==> src/rtl/wb_queue.sv <==
// Writeback queue: a small circular FIFO of pending register-file writes.
// Entries drain to the register-file write port whenever HOLD is low.
// Pending entries can be looked up by two decode-stage forwarding ports,
// which return the youngest matching value.
//
// Handshake: an entry transfers on a rising CLK edge where IN_VALID and
// IN_READY are both high. IN_READY depends only on occupancy, so the
// producer never has to wait on the same-cycle drain decision. The drain
// side has no ready: WE3 high at a rising edge means the register file
// commits A3/WD3 on that edge and the head entry pops.
module wb_queue #(
  parameter int DEPTH = 4
) (
  input  logic                     CLK,
  input  logic                     RST,
  input  logic                     IN_VALID,
  input  logic [4:0]               IN_A3,
  input  logic [31:0]              IN_WD,
  output logic                     IN_READY,
  input  logic                     HOLD,
  output logic                     WE3,
  output logic [4:0]               A3,
  output logic [31:0]              WD3,
  input  logic [4:0]               Q1,
  input  logic [4:0]               Q2,
  output logic                     HIT1,
  output logic                     HIT2,
  output logic [31:0]              FWD1,
  output logic [31:0]              FWD2,
  output logic [$clog2(DEPTH):0]   COUNT
);

  localparam int AW = $clog2(DEPTH);
  localparam int CW = AW + 1;

  logic [AW-1:0] head_q, head_d;
  logic [AW-1:0] tail_q, tail_d;
  logic [CW-1:0] count_q, count_d;

  logic [4:0]  addr_mem_q [DEPTH];
  logic [31:0] data_mem_q [DEPTH];

  logic push;
  logic pop;
  logic not_empty;

  assign not_empty = (count_q != '0);
  assign IN_READY  = (count_q < CW'(DEPTH));
  assign WE3       = not_empty & ~HOLD;
  assign A3        = not_empty ? addr_mem_q[head_q] : 5'd0;
  assign WD3       = not_empty ? data_mem_q[head_q] : 32'd0;
  assign COUNT     = count_q;

  // Writes to register zero complete the handshake but are never stored.
  assign push = IN_VALID & IN_READY & (IN_A3 != 5'd0);
  assign pop  = WE3;

  // Next-state pointers and occupancy.
  always_comb begin
    head_d  = pop  ? head_q + AW'(1) : head_q;
    tail_d  = push ? tail_q + AW'(1) : tail_q;
    count_d = count_q + {{AW{1'b0}}, push} - {{AW{1'b0}}, pop};
  end

  // Pointer and occupancy registers; reset drops every pending entry.
  always_ff @(posedge CLK or posedge RST) begin
    if (RST) begin
      head_q  <= '0;
      tail_q  <= '0;
      count_q <= '0;
    end else begin
      head_q  <= head_d;
      tail_q  <= tail_d;
      count_q <= count_d;
    end
  end

  // Entry storage; contents are only meaningful while counted as occupied.
  always_ff @(posedge CLK) begin
    if (push) begin
      addr_mem_q[tail_q] <= IN_A3;
      data_mem_q[tail_q] <= IN_WD;
    end
  end

  // Forwarding: scan oldest to youngest so the youngest match wins.
  always_comb begin
    logic [AW-1:0] idx;
    HIT1 = 1'b0;
    HIT2 = 1'b0;
    FWD1 = 32'd0;
    FWD2 = 32'd0;
    idx  = '0;
    for (int i = 0; i < DEPTH; i++) begin
      idx = head_q + i[AW-1:0];
      if (i < int'(count_q)) begin
        if ((Q1 != 5'd0) && (addr_mem_q[idx] == Q1)) begin
          HIT1 = 1'b1;
          FWD1 = data_mem_q[idx];
        end
        if ((Q2 != 5'd0) && (addr_mem_q[idx] == Q2)) begin
          HIT2 = 1'b1;
          FWD2 = data_mem_q[idx];
        end
      end
    end
  end

endmodule

==> config.mk <==
export PLATFORM = sky130hd
export DESIGN_NAME = wb_queue
export DESIGN_NICKNAME = d
export VERILOG_FILES = /design/src/rtl/wb_queue.sv
export SDC_FILE = /design/constraint.sdc
export NUM_CORES = 1
export LEC_CHECK = 0
export ABC_AREA = 1
export BUFFER_PORTS_ARGS = -buffer_cell sky130_fd_sc_hd__buf_2
export CELL_PAD_IN_SITES_DETAIL_PLACEMENT = 0
export CELL_PAD_IN_SITES_GLOBAL_PLACEMENT = 1
export CORE_UTILIZATION = 45
export CTS_CLUSTER_SIZE = 40
export DETAILED_ROUTE_END_ITERATION = 10
export GPL_TIMING_DRIVEN = 0
export PLACE_DENSITY_LB_ADDON = 0.1
export SLEW_MARGIN = 30
export SYNTH_ARGS = -nofsm -noshare
export SYNTH_HDL_FRONTEND = slang
export SYNTH_SLANG_ARGS = --single-unit
==> constraint.sdc <==
create_clock -name CLK -period 6.6 [get_ports CLK]
set_input_delay 1.98 -clock CLK [delete_from_list [all_inputs] [get_ports CLK]]
set_output_delay 1.98 -clock CLK [all_outputs]
set_load 0.03 [all_outputs]
# After elaboration in Yosys (flattened, before gate mapping)
# Memories as Yosys holds them, arrays and structs flattened.
# Index checks and enable logic that the tools add are counted.
# classes
muxes,36
add_sub_neg,6
bitwise,4
eq_ne,8
reduce_logical,12
magnitude_cmp,5
# ops
operator,n
$mux 32,17
$eq 5x5->1,8
$mux 1,18
$reduce_bool 5->1,3
$logic_and 1x1->1,8
$lt 1x3->1 const A,2
$lt 2x3->1 const A,2
$mux 5,1
$add 2x1->2 const B,2
$add 2x2->2 const B,2
$add 3x1->3,1
$and 1x1->1,3
$lt 3x3->1 const B,1
$reduce_bool 3->1,1
$sub 3x1->3,1
$not 1->1,1
# totals
elab_cells,76
memories,2
ff_bits,7
output_inout_bits,108
inputBits,51
ramBits,148
# mem_list
memory,depth,word_bits,read_ports,rd_ports_with_merged_regs,wr,line_no,text
data_mem_q,4,32,4,0,1,41,logic [31:0] data_mem_q [DEPTH];
addr_mem_q,4,5,4,0,1,40,logic [4:0] addr_mem_q [DEPTH];

# Depth between registers and ports, before layout
# An unclocked memory read counts as a cell.
# logic_depth
ltp_word,11
mapped_depth,17

# Worst setup path before layout
# OpenSTA, ideal clock, no wires.
# synth_timing
kind,input port to output port
start,input Q1[4]
end,output FWD1[10]
setup_slack_ps,1401
stages,11
required_time_ps,4620
t_arrival_ps,3219
path_cell_list,inv_1 nand3_1 nand3_1 nor2_1 nand3_1 buf_2 buf_2 nor2_1 nor2_1 nand2_1 nand2_1
# synth_via
elab_chain_cells,10
# synth_lines
item,line_no,text
"start, declared",24,"input logic [4:0] Q1,"
$eq 5x5->1 or $reduce_bool 5->1 (tied branches),97,if ((Q1 != 5'd0) && (addr_mem_q[idx] == Q1)) begin
$logic_and 1x1->1,97,
$mux 32,97,
$mux 32,96,if (i < int'(count_q)) begin
$mux 32,97,
$mux 32,96,
$mux 32,97,
$mux 32,96,
$mux 32,97,
$mux 32 *,96,
"end, declared",28,"output logic [31:0] FWD1,"
# Mark *: on every way between the ends. The rest lies on a longest branch, timed or not.

# Final worst setup path
# layout_timing
start,input Q1[4]
end,output FWD1[15]
# Same word-level chain as after synthesis.

==> flow_summary_export.csv <==
group,metric,value,unit
final_layout,stdcell_count,2419,
pwr,pwr_density_cell,585.9,nW/um^2
yosys,yosysSeqAreaShare,38.11,%
worst_setup_path,cp_max_fo,10,
yosys,synth_xor_area_share,0.6504,%
placement,dpl_worst_slack,0.5882,ns
final_layout,drive_gt1_share,14.64,%
clock_network,htree_levels,4,
yosys,synthFlopType,"edfxtp_1",
routing,drt_pass1_iterations,10,
worst_setup_path,cp_cell_sequence,"buf_2 -> inv_1 -> nand3_1 -> nand2_1 -> inv_1 -> nand2_1 -> nor2_1 -> nand3_1 -> buf_2 -> nor2_1 -> nand2_1 -> nand3_1 -> nand2_1 -> nand2_1 -> buf_2",
yosys,ys_ff_latch,155,
placement,portBuffers,158,
die,dieWidth,166.1,um
clock_network,ctsResizeCount,0,
yosys,synthAdderAreaFrac,0.9910,%
yosys,synth_compound_gate_area_share,11.77,%
worst_setup_path,critPathKind,"in2out",
final_layout,postLayoutCoreUtil,54.17,%
yosys,syn_avg_cell_area,6.433,sq um
sta,max_freq,0.1634,GHz
hold_path,hp-class,"reg2reg",
sta,finalMaxSlewViolations,0,
job,cap_violations,0,
pwr,leakagePower,6.848,nW
sta,tns,0,ns
yosys,async_reset_ff_share,4.516,%
routing,drt_iter0_markers,1725,
routing,dr_total_vias,13770,
status,violations,"DRC",
clock_network,cts.sinks,155,
sta,worst_slack,0.4812,ns
pwr,vdd_drop_max,0.2900,mV
routing,drc,14,
final_layout,area_growth_syn_to_layout,17.13,%
die,std_cell_rows,59,
placement,place_inst,2387,
sta,setup-violations-final,0,
yosys,synth_most_common_cell,"nand2_1",
die,io_pins,159,
clock_network,root_buffer,"clkbuf_16",
global_route,grt-ovfl-total,0,
placement,dp_hpwl,34.99,mm
clock_network,clock_latency,0.45,ns
yosys,synth_top_family_by_area,"simple AND/OR/NAND/NOR gates",
yosys,yosys.area.top_type,"edfxtp_1",
worst_setup_path,path_buf_inv,5,
yosys,synth-edff-count,148,
worst_setup_path,cp-start-kind,"input pin",
yosys,synth_nets,1944,
clock_network,clk_pin_slew_worst_paths,0.06,ns
worst_setup_path,path_common_cell,"nand2_1",
yosys,synth_top_area_share,36.67,%
worst_setup_path,cpLargestDelayFamily,"simple AND/OR/NAND/NOR gates",
yosys,muxShareOfSynthArea,0,%
worst_setup_path,critPathMaxStageDelay,0.42,ns
sta,final_hold_viol_count,0,
global_route,grt_max_degree,18,
sta,relSlewSlack,30.58,%
yosys,synthDistinctLibCells,32,
die,core-area,26210,sq um
worst_setup_path,worst-endpoint-required,4.62,ns
global_route,grt_pass1_vias,12750,
worst_setup_path,critical-path-slowest-cell,"nand3_1",
routing,avgViaCountPerCell,5.692,
routing,wire_per_inst,20.06,um
clock_network,cts_hold_buf,0,
global_route,antenna_found_initial,2,
hold_path,min_path_cells,1,
worst_setup_path,worstPathArrival,4.14,ns
die,die_area,27590,sq um
die,die_h,166.1,um
sta,min_period,6.119,ns
yosys,yosys.area_share.simple,38.12,%
placement,gp_congestion,0.9284,
sta,rsz0062_at_grt,"false",
clock_network,cts_setup_buffers,0,
routing,wl,48.52,mm
yosys,syn_area,12120,sq um
clock_network,cts_made_buffers,17,
final_layout,num_antenna_cells,0,
status,outcome,"finished, violations left",
yosys,syn_inst,1884,
routing,antenna_left,0,
yosys,synthTopCellsByCount,"661 x nand2_1, 264 x nor2_1, 219 x o21ai_0, 166 x inv_1, 148 x edfxtp_1",
worst_setup_path,path_depth,15,
clock_network,cts_tree,"yes",
global_route,track_usage,34.93,%
final_layout,stdcell_area,14200,sq um
clock_network,cts_buffer_depth,2,
yosys,synth_area_leaders,"edfxtp_1 37%, nand2_1 20%, o21ai_0 9.0%, nor2_1 8.2%, inv_1 5.1%",
global_route,grt_pass1_wl,73.04,mm
sta,fin_crit_sh,92.71,%
sta,finClkSkew,0.01475,ns
yosys,yosysWarnings,0,
worst_setup_path,end_kind,"primary output",
worst_setup_path,reg2reg_depth,8,
placement,dpl-instance-area,13600,sq um
die,start_util,46.25,%
final_layout,nNetsFinal,2131,
sta,tightestPinTransition,1.041,ns
## stage by stage
stage	power [mW]	hold WS, ns
floorplan	5.163	0.5566
global placement	7.055	0.5490
detailed placement	7.154	0.6028
CTS	8.204	0.6191
global route	8.803	0.6392
finish	8.317	0.6035
## layout by cell type, fill, tap and decap left out, types with 3 or more instances in the layout
cell type,synthesis,final
nor2_4,0,4
o21ai_0,219,219
inv_6,0,6
clkbuf_16,0,17
xor2_1,9,9
buf_2,70,228
inv_8,0,4
nand3_1,123,123
clkbuf_1,36,36
inv_1,166,166
buf_4,9,9
nor2_2,6,6
a21oi_1,4,4
ha_1,8,8
buf_8,0,4
o211ai_1,3,3
inv_2,6,6
o21ai_1,49,49
buf_1,12,12
nand4_1,66,66
buf_16,0,6
edfxtp_1,148,148
nor2_1,264,260
o21ai_2,3,3
dfrtp_1,7,7
nand2_1,661,661
## path summary, 6_finish.rpt
path	slack [ns]	start	to
setup reg to reg	4.42	COUNT[2]	COUNT[2]
setup / recovery	0.48	Q1[4]	FWD1[15]
hold / removal	0.60	COUNT[0]	COUNT[0]
max in group asynchronous	4.90	RST	COUNT[0]
hold reg to reg	0.60	COUNT[0]	COUNT[0]
min in group asynchronous	1.46	RST	tail_q[1]
## metal layers
metal,track usage [%],up-vias,share of wire [%]
li1,-,6473,-
met1,47.11,6417,42
met2,55.68,749,45
met3,5.863,127,9.4
met4,14.26,4,3.5
met5,0,-,0.043
## logic make-up after synthesis
kind of cell    after synthesis
simple gates               1132
buf+inv                     300
flops                       155
fa+ha+maj                     9
compound gates              279
xor+xnor                      9
## state kept, by name, summed over array words and instances (netlist names)
register    count
COUNT           3
addr_mem_q     20
data_mem_q    128
head_q          2
tail_q          2
## layout make-up
cell class	instances	area, sq um
buffer	128	609.3
clock buffer	17	425.4
clock inverter	15	175.2
fill	2655	12010
inverter	172	645.6
multi-input combinational	1429	6286
sequential	155	4619
tap	335	419.2
timing repair buffer	168	1016
## report_power, final
group / leakage (nW) / internal [mW] / switching, mW / total [mW]
Sequential: 1.43 / 1.24 / 0.0602 / 1.30
Clock: 0.299 / 0.574 / 0.477 / 1.05
Combinational: 5.12 / 1.46 / 4.51 / 5.97
Power figures use the tool's default switching activity.
